[src/rtl/db_pkg.sv]
// Shared command codes, FSM states and reply words for the UART debug controller.
package db_pkg;

  typedef enum logic [3:0] {
    CMD_NONE   = 4'd0,
    CMD_PAUSE  = 4'd1,
    CMD_RESUME = 4'd2,
    CMD_RESET  = 4'd3,
    CMD_STATUS = 4'd4,
    CMD_MEM_RD = 4'd5,
    CMD_MEM_WR = 4'd6,
    CMD_REG_RD = 4'd7,
    CMD_REG_WR = 4'd8,
    CMD_BP_ADD = 4'd9,
    CMD_BP_RM  = 4'd10
  } cmd_t;

  typedef enum logic [2:0] {
    ST_IDLE,
    ST_HALT,
    ST_ACCESS,
    ST_MEM_WAIT,
    ST_REPLY
  } state_t;

  localparam logic [31:0] REPLY_ERR  = 32'hFFFF_FFFF;
  localparam logic [31:0] REPLY_OK   = 32'd0;
  localparam logic [31:0] REPLY_FAIL = 32'd1;

  // Commands that must see the core halted before they can complete.
  function automatic logic needs_halt(input logic [3:0] c);
    return (c == CMD_PAUSE)  || (c == CMD_MEM_RD) || (c == CMD_MEM_WR) ||
           (c == CMD_REG_RD) || (c == CMD_REG_WR);
  endfunction

endpackage

[src/rtl/debug_controller_if.sv]
// Command channel between serial_driver (master) and debug_controller (slave):
// one command per out_valid pulse, ctrlr_busy held until the reply word lands on d_rd.
interface debug_controller_if;
  logic [3:0]  cmd;
  logic [31:0] addr;
  logic [31:0] d_in;
  logic        out_valid;
  logic        ctrlr_busy;
  logic [31:0] d_rd;

  modport master (output cmd, addr, d_in, out_valid, input ctrlr_busy, d_rd);
  modport slave  (input cmd, addr, d_in, out_valid, output ctrlr_busy, d_rd);
endinterface

[src/rtl/bp_table.sv]
// Hardware breakpoint table: add fills the lowest free slot, remove clears every equal slot.
// Table updates land on the clock edge; full/found/match are combinational.
module bp_table #(
  parameter int NUM_BP = 8
) (
  input  logic        clk,
  input  logic        reset,
  input  logic        add_vld,
  input  logic        rm_vld,
  input  logic [31:0] op_addr,
  input  logic [31:0] pc,
  output logic        full,
  output logic        found,
  output logic        match
);

  logic [NUM_BP-1:0] valid;
  logic [31:0]       bp_addr [NUM_BP];
  logic [NUM_BP-1:0] free_onehot;
  logic [NUM_BP-1:0] hit_op;
  logic [NUM_BP-1:0] hit_pc;

  always_comb begin
    // Isolates the lowest clear bit of valid; all zeros when the table is full.
    free_onehot = ~valid & (valid + NUM_BP'(1));
    hit_op      = '0;
    hit_pc      = '0;
    for (int i = 0; i < NUM_BP; i++) begin
      hit_op[i] = valid[i] && (bp_addr[i] == op_addr);
      hit_pc[i] = valid[i] && (bp_addr[i] == pc);
    end
  end

  assign full  = &valid;
  assign found = |hit_op;
  assign match = |hit_pc;

  always_ff @(posedge clk) begin
    if (reset) begin
      valid <= '0;
    end else if (add_vld && !full) begin
      valid <= valid | free_onehot;
    end else if (rm_vld) begin
      valid <= valid & ~hit_op;
    end
  end

  always_ff @(posedge clk) begin
    for (int i = 0; i < NUM_BP; i++) begin
      if (add_vld && free_onehot[i]) begin
        bp_addr[i] <= op_addr;
      end
    end
  end

endmodule

[src/rtl/debug_controller.sv]
// Debug sequencer: halts the MCU, performs memory/register accesses, returns one reply word.
// Reply 2 cycles after out_valid for local commands, longer when a halt/access is needed; out_valid while busy is dropped.
module debug_controller
  import db_pkg::*;
#(
  parameter int NUM_BP       = 8,
  parameter int MEM_LAT      = 2,
  parameter int HALT_TIMEOUT = 1024
) (
  input  logic              clk,
  input  logic              reset,
  debug_controller_if.slave host,
  output logic              mcu_pause,
  input  logic              mcu_paused,
  output logic              mcu_reset,
  input  logic [31:0]       mcu_pc,
  output logic              mem_rd,
  output logic              mem_we,
  output logic [31:0]       mem_addr,
  output logic [31:0]       mem_din,
  input  logic [31:0]       mem_dout,
  output logic [4:0]        rf_addr,
  output logic              rf_we,
  output logic [31:0]       rf_din,
  input  logic [31:0]       rf_dout
);

  localparam int HW = $clog2(HALT_TIMEOUT + 1);
  localparam int MW = $clog2(MEM_LAT + 1);

  state_t        state;
  logic [3:0]    cmd_q;
  logic [31:0]   addr_q;
  logic [31:0]   din_q;
  logic [31:0]   reply_q;
  logic [31:0]   d_rd_q;
  logic [31:0]   mask_pc;
  logic [HW-1:0] hcnt;
  logic [MW-1:0] mcnt;
  logic          busy_q;
  logic          was_running;
  logic          bp_hit;
  logic          mask_vld;
  logic          bp_add;
  logic          bp_rm;
  logic          bp_full;
  logic          bp_found;
  logic          bp_match;
  logic          bp_trip;

  assign host.ctrlr_busy = busy_q;
  assign host.d_rd       = d_rd_q;

  assign bp_add  = (state == ST_REPLY) && (cmd_q == CMD_BP_ADD);
  assign bp_rm   = (state == ST_REPLY) && (cmd_q == CMD_BP_RM);
  // The PC latched at RESUME is ignored until the core moves off it.
  assign bp_trip = !mcu_pause && bp_match && !(mask_vld && (mcu_pc == mask_pc));

  bp_table #(.NUM_BP(NUM_BP)) u_bp_table (
    .clk     (clk),
    .reset   (reset),
    .add_vld (bp_add),
    .rm_vld  (bp_rm),
    .op_addr (addr_q),
    .pc      (mcu_pc),
    .full    (bp_full),
    .found   (bp_found),
    .match   (bp_match)
  );

  always_ff @(posedge clk) begin
    if (reset) begin
      state       <= ST_IDLE;
      cmd_q       <= '0;
      addr_q      <= '0;
      din_q       <= '0;
      reply_q     <= '0;
      d_rd_q      <= '0;
      mask_pc     <= '0;
      hcnt        <= '0;
      mcnt        <= '0;
      busy_q      <= 1'b0;
      was_running <= 1'b0;
      bp_hit      <= 1'b0;
      mask_vld    <= 1'b0;
      mcu_pause   <= 1'b0;
      mcu_reset   <= 1'b0;
      mem_rd      <= 1'b0;
      mem_we      <= 1'b0;
      mem_addr    <= '0;
      mem_din     <= '0;
      rf_addr     <= '0;
      rf_we       <= 1'b0;
      rf_din      <= '0;
    end else begin
      mem_rd    <= 1'b0;
      mem_we    <= 1'b0;
      rf_we     <= 1'b0;
      mcu_reset <= 1'b0;

      if (mask_vld && (mcu_pc != mask_pc)) mask_vld <= 1'b0;
      if (bp_trip) begin
        mcu_pause <= 1'b1;
        bp_hit    <= 1'b1;
      end

      case (state)
        ST_IDLE: begin
          if (host.out_valid && (host.cmd != CMD_NONE)) begin
            cmd_q       <= host.cmd;
            addr_q      <= host.addr;
            din_q       <= host.d_in;
            busy_q      <= 1'b1;
            hcnt        <= '0;
            was_running <= !mcu_pause;
            if (needs_halt(host.cmd)) begin
              mcu_pause <= 1'b1;
              state     <= ST_HALT;
            end else begin
              state <= ST_REPLY;
            end
          end
        end

        ST_HALT: begin
          if (mcu_paused) begin
            if (cmd_q == CMD_PAUSE) begin
              reply_q <= REPLY_OK;
              state   <= ST_REPLY;
            end else begin
              // Set early so the async register-file read is settled in ACCESS.
              rf_addr <= addr_q[4:0];
              state   <= ST_ACCESS;
            end
          end else if (hcnt == HW'(HALT_TIMEOUT - 1)) begin
            if (was_running) mcu_pause <= 1'b0;
            reply_q <= REPLY_ERR;
            state   <= ST_REPLY;
          end else begin
            hcnt <= hcnt + HW'(1);
          end
        end

        ST_ACCESS: begin
          state <= ST_REPLY;
          case (cmd_q)
            CMD_MEM_RD: begin
              mem_rd   <= 1'b1;
              mem_addr <= addr_q;
              mcnt     <= '0;
              state    <= ST_MEM_WAIT;
            end
            CMD_MEM_WR: begin
              mem_we   <= 1'b1;
              mem_addr <= addr_q;
              mem_din  <= din_q;
              reply_q  <= REPLY_OK;
            end
            CMD_REG_RD: reply_q <= rf_dout;
            CMD_REG_WR: begin
              rf_we   <= 1'b1;
              rf_din  <= din_q;
              reply_q <= REPLY_OK;
            end
            default: reply_q <= REPLY_ERR;
          endcase
        end

        ST_MEM_WAIT: begin
          if (mcnt == MW'(MEM_LAT - 1)) begin
            reply_q <= mem_dout;
            state   <= ST_REPLY;
          end else begin
            mcnt <= mcnt + MW'(1);
          end
        end

        ST_REPLY: begin
          busy_q <= 1'b0;
          state  <= ST_IDLE;
          case (cmd_q)
            CMD_RESUME: begin
              mcu_pause <= 1'b0;
              mask_vld  <= 1'b1;
              mask_pc   <= mcu_pc;
              d_rd_q    <= REPLY_OK;
            end
            CMD_RESET: begin
              mcu_reset <= 1'b1;
              bp_hit    <= 1'b0;
              d_rd_q    <= REPLY_OK;
            end
            CMD_STATUS: d_rd_q <= {29'b0, bp_full, bp_hit, mcu_paused};
            CMD_BP_ADD: d_rd_q <= bp_full ? REPLY_FAIL : REPLY_OK;
            CMD_BP_RM:  d_rd_q <= bp_found ? REPLY_OK : REPLY_FAIL;
            CMD_PAUSE, CMD_MEM_RD, CMD_MEM_WR, CMD_REG_RD, CMD_REG_WR:
              d_rd_q <= reply_q;
            default: d_rd_q <= REPLY_ERR;
          endcase
        end

        default: state <= ST_IDLE;
      endcase
    end
  end

endmodule

[src/flat_wrapper.sv]
// flat-port wrapper written by rule: the top's interface ports become plain ports
module debug_controller_flat import db_pkg::*;
#(
  parameter int NUM_BP       = 8,
  parameter int MEM_LAT      = 2,
  parameter int HALT_TIMEOUT = 1024
)
  (clk, reset, mcu_pause, mcu_paused, mcu_reset, mcu_pc, mem_rd, mem_we, mem_addr, mem_din, mem_dout, rf_addr, rf_we, rf_din, rf_dout, host_cmd, host_addr, host_d_in, host_out_valid, host_ctrlr_busy, host_d_rd);
  debug_controller_if host_i ();
  input  logic clk;
  input  logic reset;
  output logic mcu_pause;
  input  logic mcu_paused;
  output logic mcu_reset;
  input  logic [31:0] mcu_pc;
  output logic mem_rd;
  output logic mem_we;
  output logic [31:0] mem_addr;
  output logic [31:0] mem_din;
  input  logic [31:0] mem_dout;
  output logic [4:0] rf_addr;
  output logic rf_we;
  output logic [31:0] rf_din;
  input  logic [31:0] rf_dout;
  input wire logic [$bits(host_i.cmd)-1:0] host_cmd;
  input wire logic [$bits(host_i.addr)-1:0] host_addr;
  input wire logic [$bits(host_i.d_in)-1:0] host_d_in;
  input wire logic [$bits(host_i.out_valid)-1:0] host_out_valid;
  output wire logic [$bits(host_i.ctrlr_busy)-1:0] host_ctrlr_busy;
  output wire logic [$bits(host_i.d_rd)-1:0] host_d_rd;
  assign host_i.cmd = host_cmd;
  assign host_i.addr = host_addr;
  assign host_i.d_in = host_d_in;
  assign host_i.out_valid = host_out_valid;
  assign host_ctrlr_busy = host_i.ctrlr_busy;
  assign host_d_rd = host_i.d_rd;
  debug_controller #(.NUM_BP(NUM_BP), .MEM_LAT(MEM_LAT), .HALT_TIMEOUT(HALT_TIMEOUT)) u_core (.clk(clk), .reset(reset), .host(host_i), .mcu_pause(mcu_pause), .mcu_paused(mcu_paused), .mcu_reset(mcu_reset), .mcu_pc(mcu_pc), .mem_rd(mem_rd), .mem_we(mem_we), .mem_addr(mem_addr), .mem_din(mem_din), .mem_dout(mem_dout), .rf_addr(rf_addr), .rf_we(rf_we), .rf_din(rf_din), .rf_dout(rf_dout));
endmodule
[config.mk]
export PLATFORM = sky130hd
export DESIGN_NAME = debug_controller_flat
export DESIGN_NICKNAME = d
export VERILOG_FILES = /design/src/rtl/db_pkg.sv /design/src/rtl/debug_controller_if.sv /design/src/rtl/bp_table.sv /design/src/rtl/debug_controller.sv /design/src/flat_wrapper.sv
export SDC_FILE = /design/constraint.sdc
export NUM_CORES = 1
export LEC_CHECK = 0
export CAP_MARGIN = 20
export CORE_UTILIZATION = 51
export DETAILED_ROUTE_END_ITERATION = 10
export PLACE_DENSITY = 0.77
export SETUP_SLACK_MARGIN = 0.5
export SKIP_LAST_GASP = 1
export SYNTH_ARGS = -nofsm -noshare
export SYNTH_HDL_FRONTEND = slang
export SYNTH_SLANG_ARGS = --single-unit
[constraint.sdc]
create_clock -name clk -period 5.2 [get_ports clk]
set_input_delay 1.3 -clock clk [delete_from_list [all_inputs] [get_ports clk]]
set_output_delay 1.3 -clock clk [all_outputs]
set_load 0.03 [all_outputs]
---- Word-level counts from Yosys, hierarchy flattened ----
Memory sizes are Yosys's and may differ from the RTL's.
Index checks and enable logic that the tools add are counted.
operators by class
  add/subtract/negate cells ............... 3
  eq/ne operators ......................... 48
  mux-type cells .......................... 83
  bitwise operators ....................... 8
  reduce and logical (&&, ||, !) cells .... 73
operators with widths
  cell                   count
  $eq 32x32->1           17
  $mux 32                11
  $reduce_or 32->1       7
  $pmux 32 s3            2
  $pmux 32 s5            1
  $mux 1                 43
  $mux 3                 14
  $mux 11                3
  $logic_and 1x1->1      32
  $ne 32x32->1           1
  $eq 4x3->1 const B     7
  $pmux 11 s2            1
  $and 8x8->8            2
  $eq 4x4->1 const B     4
  $mux 8                 2
  $not 8->8              2
  $reduce_or 8->1        2
  $pmux 3 s4             1
  $reduce_and 2->1       6
  $add 11x1->11 const B  1
  $eq 11x10->1 const B   1
  $reduce_or 2->1        5
  $reduce_and 3->1       3
  $add 8x1->8 const B    1
  other kinds (26)       46
word-level totals
  flip-flop bits (word level) ............. 298
  RAM bits ................................ 256
  input port bits ......................... 168
  word-level logic and storage cells ...... 239
  memories ................................ 1
memories
  name                       words  bits a word  rd ports  clocked after memory_dff  write ports  line            RTL
  u_core.u_bp_table.bp_addr  8      32           8         0                         1            bp_table.sv:18  logic [31:0] bp_addr [NUM_BP];

---- Depth between registers and ports, before layout ----
  depth in word-level cells ............... 13
  mapped depth ............................ 9
  mapped depth without buffers ............ 8

---- Modules after synthesis ----
A second synthesis with hierarchy kept.
unflattened totals
  cell total of the unflattened synthesis .. 2515
  area, all modules ....................... 25680.9 um2
modules (own cells, without submodules)
  module            instances  cells an instance  area an instance (um2)  sequential area each (um2)
  bp_table          1          1079               14358.8                 7847.5
  debug_controller  1          1436               11322.1                 5805.6

---- Worst setup path after synthesis ----
No wires, ideal clock.
  path kind ............................... reg2reg
  start ................................... reg u_core.state[0]
  end ..................................... mem u_core.u_bp_table.bp_addr[4][0], in the netlist u_core.u_bp_table.bp_addr[1][0], enable pin
  arrival time ............................ 4.431 ns
  data required time ...................... 4.687 ns
  path slack .............................. 0.257 ns
  cell stages (with the launch flop) ...... 7
  path buffers ............................ 2
  period minus slack after synthesis ...... 4.943 ns
  cells stage by stage .................... dfxtp_1 > buf_4 > nor2_1 > and2_1 > buf_2 > nand4_2 > nor4b_1
between the ends
  word-level cells in the longest chain between the ends .. 13
  elaborated cells between the ends (all ways) .. 47
  classes of those cells .................. 1 x eq/ne; 30 x mux; 16 x reduce/logical
ends and longest elaborated chain
  element                                                          line                     RTL
  from (decl)                                                      debug_controller.sv:31   state_t state;
  from (signal assigned)                                           debug_controller.sv:73   state <= ST_IDLE;
  from (signal assigned)                                           debug_controller.sv:118  state <= ST_HALT;
  from (signal assigned)                                           debug_controller.sv:120  state <= ST_REPLY;
  $eq 3x3->1 *                                                     debug_controller.sv:54   assign bp_add = (state == ST_REPLY) && (cmd_q == CMD_BP_ADD);
  $logic_and 1x1->1 *                                              debug_controller.sv:54
  $logic_and 1x1->1                                                bp_table.sv:50           if (add_vld && free_onehot[i]) begin
  $mux 1                                                           bp_table.sv:50
  $mux 1 (not written as such)                                     bp_table.sv:51           bp_addr[i] <= op_addr;
  $reduce_or 32->1 (no source line)                                -
  $mux 3 (no source line) or $mux 1 (tied branches) (7 in series)  -
  to (decl)                                                        bp_table.sv:18
Every way passes the cells marked *; elsewhere a longest branch is shown, timed or not.

---- Worst setup path after layout ----
  start ................................... in mcu_pc[27]
  end ..................................... reg u_core.mcu_pause
between the ends
  word-level cells in the longest chain between the ends .. 10
  elaborated cells between the ends (all ways) .. 30
  classes of those cells .................. 9 x eq/ne; 8 x mux; 13 x reduce/logical
ends and longest elaborated chain
  element               line                     RTL
  from (decl)           flat_wrapper.sv:15       input logic [31:0] mcu_pc;
  $eq 32x32->1          bp_table.sv:30           hit_pc[i] = valid[i] && (bp_addr[i] == pc);
  $logic_and 1x1->1     bp_table.sv:30
  $reduce_or 8->1       bp_table.sv:36           assign match = |hit_pc;
  $logic_and 1x1->1     debug_controller.sv:57   assign bp_trip = !mcu_pause && bp_match && !(mask_vld && (mcu_pc == mask_pc));
  $logic_and 1x1->1 *   debug_controller.sv:57
  $mux 1 *              debug_controller.sv:102  if (bp_trip) begin
  $mux 1                debug_controller.sv:136  if (was_running) mcu_pause <= 1'b0;
  $mux 1                debug_controller.sv:135  end else if (hcnt == HW'(HALT_TIMEOUT - 1)) begin
  $mux 1                debug_controller.sv:126  if (mcu_paused) begin
  $pmux 1 s3 *          debug_controller.sv:107  case (state)
  to (signal assigned)  debug_controller.sv:103  mcu_pause <= 1'b1;
  to (signal assigned)  debug_controller.sv:117  mcu_pause <= 1'b1;
  to (signal assigned)  debug_controller.sv:136
  to (decl)             debug_controller.sv:13   output logic mcu_pause,
Marks and branches as above.
A chain may end at the register's enable or synchronous reset.

==> results.py <==
metrics = {
    "flow_run": {
        "drv_cap": 0,
    },
    "drt": {
        "met3_length_mm": 6.17,
        "dr.pass1.iters": 6,
        "via_per_inst": 5.79,
        "ant_nets": 0,
        "highest_layer": "met4",
        "dr_total_vias": 20300,
        "wire_per_inst_microns": 24.9,
        "met2WireLength_mm": 41.3,
        "drt-initial-drc-count": 1717,
        "wl_mm": 87.4,
        "drc_errors": 0,
        "m1WireLength_mm": 35.4,
    },
    "clock_tree": {
        "worstSkewPairLatency_ps": 630,
        "cts_tree": "built",
        "ctsResizeCount": 0,
        "root_buffer": "clkbuf_16",
        "cts_buffers": 56,
        "numClockSinks": 554,
        "cts_setup_buffers": 0,
        "h-tree-depth": 2,
        "clk_pin_slew_ps": 60,
        "clockBufferDepth": 3,
        "cts_hold_buf": 0,
    },
    "floorplanning": {
        "die_area_sq_um": 50300,
        "initial_core_util": 0.516,
        "coreArea_sq_um": 48800,
        "die_w_microns": 224,
        "ios": 307,
        "die_h_microns": 224,
        "row_count": 81,
    },
    "power": {
        "p_per_area_nw_per_um2": 339,
        "power.leakage_nw": 10.4,
        "ir_drop_mv": 0.291,
    },
    "sta": {
        "grt_setup_unrepaired": "false",
        "skew_ps": 12.8,
        "worst_slew_pin_slew_ps": 1200,
        "layout_min_cycle_time_ps": 3640,
        "slew_headroom": 0.193,
        "fmax_mhz": 275,
        "period_share": 0.699,
        "report.final.setup_viol": 0,
        "drv_slew": 0,
        "hold_viol_final": 0,
        "tns_ps": 0,
    },
    "critical_path": {
        "path_common_cell": "nor4_1",
        "arrival_ps": 4140,
        "path_cells": "clkdlybuf4s50_1 -> xor2_1 -> nor4_1 -> nand3_1 -> nor4_1 -> buf_4 -> nor4_1 -> o21ai_1 -> nand2_1",
        "worst_path_max_delay_cell": "clkdlybuf4s50_1",
        "path_delay_family": "buffers and inverters",
        "cp.required_ps": 5700,
        "cpPeakStageDelay_ps": 1180,
        "critPathCaptureType": "flip-flop",
        "critPathBufInv": 2,
        "cp-start-kind": "input port",
        "cp_max_fo": 10,
        "critPathKind": "in -> reg",
    },
    "worst_hold_path": {
        "hold_path.class": "reg -> reg",
    },
    "logic_synthesis": {
        "synth_top_flop_cell": "dfxtp_1",
        "synth.avg_cell_area_sq_um": 9.99,
        "synth_cell_type_count": 53,
        "synth_area_sq_um": 25200,
        "synth-seq-cells": 554,
        "syn_nets": 2695,
        "synth_xor_area_frac": 0.191,
        "synthCells": 2525,
        "synth_edf_count": 256,
        "synth_top_family_by_area": "XOR/XNOR gates",
        "synth.mux.area_fraction": 0.00278,
        "synth_compound_area_frac": 0.0719,
        "synthSimpleGateAreaFrac": 0.160,
        "yosysSeqAreaShare": 0.541,
        "async_flop_share": 0,
        "ys.warnings.count": 0,
        "synthAdderAreaFrac": 0.000992,
    },
    "layout": {
        "multi_input_comb_area_sq_um": 10800,
        "synthToLayoutAreaGrowth_pct": 22.8,
        "n_fill_cell": 3972,
        "drive_above_1_share": 0.0686,
        "seqCellArea_sq_um": 13700,
        "nNetsFinal": 2968,
        "antenna_cells": 0,
        "fin_area_sq_um": 31000,
    },
    "global_routing": {
        "grt_antenna_before_repair": 0,
        "overflow": 0,
        "first_global_vias": 19700,
        "grt_use_total": 0.341,
        "grt_max_degree": 156,
        "grt_pass1_wl_mm": 126,
    },
    "placement": {
        "numPortBuffers": 306,
        "routabilityCongestion": 1.10,
        "hpwlAfterDp_mm": 62.0,
        "dpl_cell_area_sq_um": 29100,
    },
    "run_status": {
        "run_status": "complete, no violations",
    },
}
-- power breakdown --
group,switching (mW),internal [mW]
Combinational,0.950,0.604
Clock,1.75,2.26
Sequential,0.181,4.74
-- cell usage in the layout, fill, tap and decap left out, types with 12 or more instances in the layout --
cell / n
dfxtp_1: 298
clkdlybuf4s50_1: 305
xor2_1: 277
nor4_1: 83
nand2_1: 483
nand3_1: 30
nor2_1: 106
clkinv_2: 12
o21ai_0: 44
nor3_1: 60
a21oi_1: 239
o22ai_1: 33
edfxtp_1: 256
buf_4: 77
clkbuf_1: 13
inv_1: 12
nand4_1: 79
clkbuf_16: 56
xnor2_1: 272
-- cells by family (layout without fill, tap and decap cells) --
logic type | Yosys count | in the layout
adder cells (fa/ha/maj) | 2 | 2
AO/OA/AOI/OAI | 338 | 338
AND/OR/NAND/NOR | 888 | 888
multiplexers | 7 | 7
XOR/XNOR | 549 | 549
buffers and inverters | 187 | 506
flip-flops | 554 | 554
-- synth_stat cells, types with 2 or more instances --
| library cell | n | area, sq um |
|---|---|---|
| buf_2 | 87 | 435 |
| a221oi_1 | 3 | 26.3 |
| nand4_1 | 79 | 494 |
| o21ai_1 | 2 | 10.0 |
| nor2b_1 | 3 | 18.8 |
| and3_1 | 5 | 31.3 |
| nand3b_1 | 4 | 30.0 |
| nor3_1 | 63 | 315 |
| xor2_1 | 277 | 2430 |
| and2_1 | 4 | 25.0 |
| or3_1 | 4 | 25.0 |
| o22a_1 | 2 | 17.5 |
| xnor2_1 | 272 | 2380 |
| or4_1 | 2 | 15.0 |
| a21oi_1 | 239 | 1200 |
| a2111o_1 | 2 | 22.5 |
| mux2i_1 | 7 | 70.1 |
| o22ai_1 | 33 | 206 |
| o21ai_0 | 44 | 220 |
| clkbuf_1 | 85 | 319 |
| nor4_1 | 84 | 526 |
| inv_1 | 12 | 45.0 |
| nand4_2 | 3 | 37.5 |
| nor4b_1 | 2 | 17.5 |
| edfxtp_1 | 256 | 7690 |
| nor3b_1 | 3 | 22.5 |
| nor4_2 | 2 | 25.0 |
| nor2_1 | 109 | 409 |
| nand2_1 | 483 | 1810 |
| dfxtp_1 | 298 | 5970 |
| nand3_1 | 30 | 150 |
| a211oi_1 | 3 | 22.5 |
| buf_4 | 2 | 15.0 |
| ha_1 | 2 | 25.0 |
-- tightest hold or removal path, delay by kind of cell, from the launching register on --
family | cells | cell delay (ps)
DFF | 1 | 310
and+or+nand+nor | 1 | 50
AOI/OAI and AO/OA | 1 | 50
-- registers in the layout (all words and copies together), names as in the netlist, 2 cells and up --
register / flops
u_core.u_bp_table.valid: 8
u_core.din_q: 32
u_core.rf_addr: 5
u_core.rf_din: 32
u_core.mem_addr: 32
u_core.mem_din: 32
u_core.mask_pc: 32
u_core.reply_q: 32
u_core.cmd_q: 4
u_core.u_bp_table.bp_addr: 256
u_core.mcnt: 2
u_core.host.d_rd: 32
u_core.hcnt: 11
u_core.state: 3
u_core.addr_q: 32
-- layout make-up --
| type | instances | share of cell area |
|---|---|---|
| clock inverter | 25 | 0.00784 |
| timing repair buffer | 390 | 0.123 |
| sequential | 554 | 0.441 |
| tap | 664 | 0.0268 |
| clock buffer | 79 | 0.0507 |
| inverter | 12 | 0.00145 |
| multi-input combinational | 1784 | 0.350 |
-- metal layers --
metal | global-route usage | vias up
met5 | 0 | -
met4 | 0.168 | 0
met3 | 0.0459 | 207
met2 | 0.562 | 994
met1 | 0.442 | 9945
li1 | - | 9160
-- worst paths after layout --
check,from,to,slack [ps],cells after the start
hold / removal,u_core.rf_din[28],u_core.rf_din[28],460,2
hold reg to reg,u_core.rf_din[28],u_core.rf_din[28],460,2
setup / recovery,mcu_pc[27],u_core.mcu_pause,1560,9
setup reg to reg,u_core.addr_q[23],u_core.host.d_rd[0],1880,7
-- metrics by stage --
| stage | hold slack (ps) | utilization | std cells | power [mW] | setup WS, ps |
|---|---|---|---|---|---|
| 2_1_floorplan | 436 | - | 2525 | 5.86 | 1240 |
| 3_3_place_gp | 440 | 0.594 | 3399 | 6.50 | 990 |
| 3_5_place_dp | 443 | 0.595 | 3401 | 6.53 | 1020 |
| 4_1_cts | 455 | 0.632 | 3505 | 10.5 | 1660 |
| 5_1_grt | 473 | 0.634 | 3508 | 10.8 | 1480 |
| 6_report | 456 | 0.634 | 3508 | 10.5 | 1560 |
(Power assumes the default switching activity.)
